==> src/rtl/rf_writeback_arbiter.sv <==
// Purpose: shares the register-file write port between ALU and load writebacks via two FIFOs and a round-robin drain.
// Latency: accept at edge N -> write_enabled high for one cycle after edge N+1 -> register file captures at edge N+2.
// Backpressure: *_ready = FIFO count < DEPTH (independent of valid); a full FIFO stays not-ready even while popping.
//
// Ports: clk/reset_n (async active-low); alu_* and mem_* valid/ready request channels (addr, data);
//        write_enabled/write_addr/write_data registered write port; pending_mask = registers with queued writes.
// Optional build macro RF_WB_FWD_EN adds fwd_addr/fwd_hit/fwd_data, a lookup of queued and in-flight write data.
module rf_writeback_arbiter #(
   parameter int DEPTH  = 2,
   parameter int DATA_W = 64,
   parameter int ADDR_W = 5
) (
   input  logic              clk,
   input  logic              reset_n,
   input  logic              alu_valid,
   output logic              alu_ready,
   input  logic [ADDR_W-1:0] alu_addr,
   input  logic [DATA_W-1:0] alu_data,
   input  logic              mem_valid,
   output logic              mem_ready,
   input  logic [ADDR_W-1:0] mem_addr,
   input  logic [DATA_W-1:0] mem_data,
   output logic              write_enabled,
   output logic [ADDR_W-1:0] write_addr,
   output logic [DATA_W-1:0] write_data,
   output logic [31:0]       pending_mask
`ifdef RF_WB_FWD_EN
   ,
   input  logic [ADDR_W-1:0] fwd_addr,
   output logic              fwd_hit,
   output logic [DATA_W-1:0] fwd_data
`endif
);

   localparam int PW = $clog2(DEPTH);
   localparam logic [ADDR_W-1:0] ZERO_REG = ADDR_W'(31);

   // Source index 0 = ALU, 1 = MEM.
   logic [ADDR_W-1:0] r_q_addr [2][DEPTH];
   logic [DATA_W-1:0] r_q_data [2][DEPTH];
   logic [PW-1:0]     r_wr [2];
   logic [PW-1:0]     r_rd [2];
   logic [PW:0]       r_cnt [2];
   logic              r_rr;      // 0: ALU wins the next contested grant
   logic              r_we;
   logic [ADDR_W-1:0] r_waddr;
   logic [DATA_W-1:0] r_wdata;
   logic [31:0]       r_mask;

   logic [ADDR_W-1:0] w_in_addr [2];
   logic [DATA_W-1:0] w_in_data [2];
   logic [1:0]        w_in_vld;
   logic [1:0]        w_rdy;
   logic [1:0]        w_push;
   logic [1:0]        w_ne;
   logic [1:0]        w_pop;
   logic              w_contest;
   logic              w_gnt;
   logic [31:0]       w_set;
   logic [31:0]       w_clr;
   logic [31:0]       w_mask_nxt;

   always_comb begin
      w_in_vld     = {mem_valid, alu_valid};
      w_in_addr[0] = alu_addr;
      w_in_addr[1] = mem_addr;
      w_in_data[0] = alu_data;
      w_in_data[1] = mem_data;
      w_set        = '0;
      for (int s = 0; s < 2; s++) begin
         w_rdy[s] = (r_cnt[s] < (PW+1)'(DEPTH));
         w_ne[s]  = (r_cnt[s] != '0);
         // Zero-register writes complete the handshake but are dropped here.
         w_push[s] = w_in_vld[s] && w_rdy[s] && (w_in_addr[s] != ZERO_REG);
         if (w_push[s]) begin
            w_set[w_in_addr[s]] = 1'b1;
         end
      end
      w_contest = w_ne[0] && w_ne[1];
      w_pop[0]  = w_ne[0] && (!w_ne[1] || !r_rr);
      w_pop[1]  = w_ne[1] && (!w_ne[0] ||  r_rr);
      w_gnt     = w_pop[1];
      w_clr     = '0;
      if (r_we) begin
         w_clr[r_waddr] = 1'b1;
      end
      // Set after clear: an accept coinciding with the retire of the same register keeps the bit.
      w_mask_nxt     = (r_mask & ~w_clr) | w_set;
      w_mask_nxt[31] = 1'b0;
   end

   // Entry storage needs no reset; validity is tracked by the counters.
   always_ff @(posedge clk) begin
      for (int s = 0; s < 2; s++) begin
         if (w_push[s]) begin
            r_q_addr[s][r_wr[s]] <= w_in_addr[s];
            r_q_data[s][r_wr[s]] <= w_in_data[s];
         end
      end
   end

   always_ff @(posedge clk or negedge reset_n) begin
      if (!reset_n) begin
         for (int s = 0; s < 2; s++) begin
            r_wr[s]  <= '0;
            r_rd[s]  <= '0;
            r_cnt[s] <= '0;
         end
         r_rr    <= 1'b0;
         r_we    <= 1'b0;
         r_waddr <= '0;
         r_wdata <= '0;
         r_mask  <= '0;
      end else begin
         for (int s = 0; s < 2; s++) begin
            if (w_push[s]) begin
               r_wr[s] <= r_wr[s] + 1'b1;
            end
            if (w_pop[s]) begin
               r_rd[s] <= r_rd[s] + 1'b1;
            end
            case ({w_push[s], w_pop[s]})
               2'b10:   r_cnt[s] <= r_cnt[s] + 1'b1;
               2'b01:   r_cnt[s] <= r_cnt[s] - 1'b1;
               default: r_cnt[s] <= r_cnt[s];
            endcase
         end
         // Pointer moves only on contested grants, handing the next tie to the loser.
         if (w_contest) begin
            r_rr <= ~r_rr;
         end
         r_we <= |w_pop;
         if (|w_pop) begin
            r_waddr <= r_q_addr[w_gnt][r_rd[w_gnt]];
            r_wdata <= r_q_data[w_gnt][r_rd[w_gnt]];
         end
         r_mask <= w_mask_nxt;
      end
   end

   assign alu_ready     = w_rdy[0];
   assign mem_ready     = w_rdy[1];
   assign write_enabled = r_we;
   assign write_addr    = r_waddr;
   assign write_data    = r_wdata;
   assign pending_mask  = r_mask;

`ifdef RF_WB_FWD_EN
   logic [PW-1:0] w_fwd_idx;

   // Scan youngest to oldest so older entries override; the output stage overrides everything.
   always_comb begin
      fwd_hit   = 1'b0;
      fwd_data  = '0;
      w_fwd_idx = '0;
      if (fwd_addr != ZERO_REG) begin
         for (int s = 0; s < 2; s++) begin
            for (int k = DEPTH - 1; k >= 0; k--) begin
               w_fwd_idx = r_rd[s] + PW'(k);
               if (((PW+1)'(k) < r_cnt[s]) && (r_q_addr[s][w_fwd_idx] == fwd_addr)) begin
                  fwd_hit  = 1'b1;
                  fwd_data = r_q_data[s][w_fwd_idx];
               end
            end
         end
         if (r_we && (r_waddr == fwd_addr)) begin
            fwd_hit  = 1'b1;
            fwd_data = r_wdata;
         end
      end
   end
`endif

endmodule
==> config.mk <==
export PLATFORM = sky130hd
export DESIGN_NAME = rf_writeback_arbiter
export DESIGN_NICKNAME = d
export VERILOG_FILES = /design/src/rtl/rf_writeback_arbiter.sv
export SDC_FILE = /design/constraint.sdc
export NUM_CORES = 1
export LEC_CHECK = 0
export ABC_AREA = 1
export ABC_CLOCK_PERIOD_IN_PS = 11700
export BUFFER_PORTS_ARGS = -buffer_cell sky130_fd_sc_hd__buf_2
export CAP_MARGIN = 25
export CORE_AREA = 2 2 185 187
export CTS_CLUSTER_DIAMETER = 40
export CTS_CLUSTER_SIZE = 28
export DETAILED_ROUTE_END_ITERATION = 16
export DIE_AREA = 0 0 187 189
export HOLD_SLACK_MARGIN = 0.03
export PLACE_DENSITY = 0.73
export SLEW_MARGIN = 20
export SYNTH_ARGS = -nofsm -noshare
export SYNTH_HDL_FRONTEND = slang
export SYNTH_SLANG_ARGS = --single-unit
==> constraint.sdc <==
create_clock -name clk -period 11.7 [get_ports clk]
set_clock_uncertainty 0.05 [all_clocks]
set_input_delay 1.17 -clock clk [delete_from_list [all_inputs] [get_ports clk]]
set_output_delay 1.17 -clock clk [all_outputs]
set_load 0.005 [all_outputs]
Word-level counts from Yosys, hierarchy flattened. Memory sizes are Yosys's and may differ from the RTL's. Index checks and enable logic that the tools add are counted.

Add/subtract/negate cells: 8. Magnitude comparators: 14. Equality and inequality tests: 6. Mux-type cells: 34. Bitwise operators: 9. Reduce and logical (&&, ||, !) cells: 22.

Operator list (number): 64-bit 2-to-1 mux (5); 128-bit 2-to-1 mux (2); 64-bit demux with 1-bit select (2); 31-bit 2-to-1 mux (3); 31-bit bitwise OR (2); 31-bit bitwise AND (1); 31-bit inverter (1); 5-bit 2-to-1 mux (5); 10-bit 2-to-1 mux (2); 5-bit by 6-bit less-than comparator with 1-bit output, second input constant (3); 1-bit demux with 5-bit select (3); 5-bit by 1-bit greater-or-equal comparator with 1-bit output, second input constant (3); 1-bit logical AND (12); 5-bit demux with 1-bit select (2); 5-bit != test, second input constant (2); 2-bit greater-or-equal comparator, second input constant (4); 1-bit 2-to-1 mux (8); 1-bit inverter with 2-bit output (4); 2-bit case mux with 2 select lines (2); 2-bit nonzero test (4); 1-bit adder, second input constant (4); 2-bit by 1-bit adder with 2-bit output, second input constant (2); 2-bit by 1-bit == test with 1-bit output, second input constant (2); 2-bit == test, second input constant (2); other kinds (7) (13).

Register bits: 110. Bits in writable memories: 276. Bits of input ports: 142. Output and inout port bits: 104. Logic and storage cells: 106. Memories kept: 2.

Memory list: r_q_data (depth 2, width 128, read ports 1, clocked after memory_dff 0, write ports 2, RTL line 40) `logic [DATA_W-1:0] r_q_data [2][DEPTH];`; r_q_addr (depth 2, width 10, read ports 1, clocked after memory_dff 0, write ports 2, RTL line 39) `logic [ADDR_W-1:0] r_q_addr [2][DEPTH];`.

Depth between registers and ports, before layout.
Word-level depth: 12. Depth in mapped cells: 12. Depth with buffers taken out: 10.

Least setup slack after synthesis. OpenSTA, ideal clock, no wires.

Kind: input port to flip-flop. Start point: input port alu_addr[2]. End point: memory r_q_addr[0][0] (netlist bit) (enable). Data arrival time: 4.805 ns. Slack: 6.347 ns. Cell stages on the path: 6. Buffers on the path: 1. Cell sequence: clkbuf_1 -> nand3_1 -> nor2_1 -> nor2_1 -> inv_2 -> nor2_1.

RTL lines: start: declaration (RTL line 17) `input logic [ADDR_W-1:0] alu_addr,`; end: declaration (RTL line 39).

Worst setup path in the final report.
Start point: register r_cnt[3] (netlist bit). End point: register r_wdata[47], in the netlist write_data[47].

Word-level cells in the longest chain between the ends: 12. Elaborated cells between the ends (all ways): 15. Classes of those cells: mux (6); bitwise (2); reduce/logical (6); memory (1).

Ends and longest elaborated chain: start: declaration (RTL line 43) `logic [PW:0] r_cnt [2];`; start signal: indexed assignment (RTL line 123) `2'b10: r_cnt[s] <= r_cnt[s] + 1'b1;`; start signal: indexed assignment (RTL line 124) `2'b01: r_cnt[s] <= r_cnt[s] - 1'b1;`; start signal: indexed assignment (RTL line 125) `default: r_cnt[s] <= r_cnt[s];`; 2-bit nonzero test * (RTL line 72) `w_ne[s] = (r_cnt[s] != '0);`; 1-bit zero test (RTL line 81) `w_pop[1] = w_ne[1] && (!w_ne[0] || r_rr);`; 1-bit logical OR (RTL line 81); 1-bit logical AND (RTL line 81); 1-bit inverter with 2-bit output (implied by the code) (RTL line 135) `r_wdata <= r_q_data[w_gnt][r_rd[w_gnt]];`; 1-bit 2-to-1 mux (implied by the code) (3 in a row) (RTL line 135); 1-bit inverter with 2-bit output (implied by the code) (RTL line 135); 64-bit 2-to-1 mux (implied by the code) (3 in a row) (RTL line 135); end signal: assignment (RTL line 135); end: declaration (RTL line 47) `logic [DATA_W-1:0] r_wdata;`.

Every way passes the cells marked *; elsewhere a longest branch is shown, timed or not. The select of a mux whose other input is x is not followed. A chain may end at the register's enable or synchronous reset.

==> reports/results.txt <==
total CTS buffers: 50
hold crit path type: reg2reg
DR iter-0 viols: 1,033
RSZ-0062 raised after global routing: no
largest net degree at the start of global routing: 75
Storage cell area: 11,000 µm²
antenna violations before repair: 5
drt total wl: 45,100 µm
Crit Path Category: reg2reg
DP Wirelength: 26,900 µm
post-synthesis sequential element count: 386
cts repair resizes: 0
Fin. Hold Viols: 0
Syn Area/Cell: 9.82 µm²
fin. max-slew vios: 0
# Max-Cap Violations: 0
# rows: 67
Post-Synth Simple-Gate Area: 23.4%
hold_ws: 0.426 ns
Routed Antenna Nets: 0
Synth Area in XOR/XNOR: 0.320%
clk_lat worst skew: 0.59 ns
CTS Buffer Depth: 3
Worst setup EP type: register
total number of vias: 12,653
pwr/cell area: 300 nW/µm²
commonest cells after routing, fill and taps aside: 605 x nand2_1, 276 x edfxtp_1, 268 x nand3_1
final setup fails: 0
clk slew on worst S/H paths: 0.06 ns
Avg Vias per Cell: 5.26
I/O pin total: 246
Post-Syn Instances: 1,673
H-tree depth: 2
sequential area share after synthesis: 67.2%
top cell type's share of synthesized area: 50.5%
mux contribution to synthesized area: 0%
drt first pass iters: 6
Post-CTS Setup Bufs: 0
Max Clock Freq: 0.218 GHz
initial core utilization: 49.3%
CP Max Fanout: 71
period utilisation layout: 39.3%
CP arrival: 5.02 ns
largest family of logic cells by synthesized area: simple AND/OR/NAND/NOR gates
Syn Nets: 1,817
Area Overhead vs Synth: 21.4%
CP Launch Type: register
cts hold-fix bufs: 0
total core area: 33,300 µm²
Netlist cell types: 27
Die Y-Extent: 189 µm
Yosys warnings: 0
compound-cell area share of the yosys netlist: 1.25%
commonest non-fill, non-tap cell in the layout: nand2_1
clock root cell: clkbuf_16
CTS Sinks: 386
Fillers: 2,759
Worst Tran Pin Value: 1.01 ns
Slew HR: 32.6%
die area: 35,300 µm²
min cycle time layout: 4.59 ns
largest area contributor in the netlist: edfxtp_1
CTS tree: yes
vias in the first global route: 12,604
worst vdd ir: 0.190 mV
static leakage: 0.00937 µW
final net count: 2,053
Multi-input gate area: 4200 µm²
PortBufs: 244
gr ovfl total: 0
Req. time, crit path: 12.12 ns
global-route wire length before repair: 69,500 µm
DIE WIDTH: 187 µm
synth top area cells: edfxtp_1 50%, dfrtp_1 17%, nand2_1 14%
Final TNS setup: 0 ns
outcome: complete, no violations
fraction of layout cells with a size suffix above 1: 18.9%
Routability Congestion: 0.883
post-synthesis instance area: 16,400 µm²
DRC violations left: 0
Tot GR Track Use: 25.6%
Avg WL per Cell: 18.7 µm
Adder-Cell Fraction of Synth Area: 0.152%
[report_power, final]
group          switching (µW)  internal [µW]  total [µW]
Clock                     622           1040        1660
Combinational            1540            695        2230
Sequential                193           1890        2080
[through the flow]
stage	cells	setup slack (ns)	instance area, µm²	util (%)	power, µW
global route	2403	6.89	19900	59.9	6360
finish	2407	7.11	19900	59.9	5980
floorplan	1673	6.35	16400	-	3560
detailed placement	2303	7.16	18000	54.2	4330
global placement	2300	7.20	18000	54.1	4250
CTS	2397	7.17	19900	59.7	5990
[sequential cells by signal, indices dropped and copies added (netlist names)]
signal and cells:
r_q_data 256, r_rd 2, write_addr 5, r_rr 1
write_enabled 1, pending_mask 31, write_data 64, r_cnt 4
r_q_addr 20, r_wr 2
[layout make-up]
type | instances | share of cell area [%]
clock inverters | 33 | 2.37
clock buffers | 61 | 6.79
flip-flops and latches | 386 | 55.4
multi-input cells | 969 | 21.1
well taps | 448 | 2.81
diodes | 8 | 0.100
repair buffers | 258 | 6.88
inverters | 244 | 4.59
[kinds of logic after synthesis]
logic type	count (synthesis)
AO/OA/AOI/OAI	39
XOR/XNOR	6
adder cells (fa/ha/maj)	2
buffers and inverters	318
flip-flops	386
other	1
AND/OR/NAND/NOR	921
[synthesized netlist by cell type (all sizes together)]
master / instances
ha: 2
conb: 1
nand2: 613
o311ai: 2
o21ai: 34
xnor2: 2
clkbuf: 40
nor3: 12
edfxtp: 276
xor2: 4
a21oi: 2
dfrtp: 110
nand3: 269
nand4: 1
nor2: 26
inv: 244
buf: 34
o211ai: 1
[worst paths after layout]
check	cells after the start	slack, ns	end	from
min in group asynchronous	1	0.51	write_data[5]$_DFFE_PN0P_	reset_n
max reg2reg	11	7.11	write_data[47]$_DFFE_PN0P_	r_cnt[3]$_DFFE_PN0P_
max in group asynchronous	3	9.87	write_data[43]$_DFFE_PN0P_	reset_n
max	11	7.11	write_data[47]$_DFFE_PN0P_	r_cnt[3]$_DFFE_PN0P_
min	2	0.43	r_rd[0]$_DFFE_PN0P_	r_rd[0]$_DFFE_PN0P_
min reg2reg	2	0.43	r_rd[0]$_DFFE_PN0P_	r_rd[0]$_DFFE_PN0P_
[critical path, cell delays in order, from the launching register on]
cell     delay [ns]
dfrtp_1        0.40
inv_2          0.09
nand2_2        0.11
nand2_4        0.65
nand2_4        0.75
nand2_2        0.28
nand2_4        0.54
inv_2          0.49
buf_4          0.63
nand2_1        0.12
nand3_1        0.11
nand2_1        0.07
[metal layers]
metal	GRT usage [%]	vias up	part of all wire [%]
met5	0	-	0
met4	9.43	0	3.0
met3	5.99	96	9.4
met2	42.4	643	48
met1	33.0	6045	40
li1	-	5869	-
No activity file was read; power rests on OpenSTA's default activity.
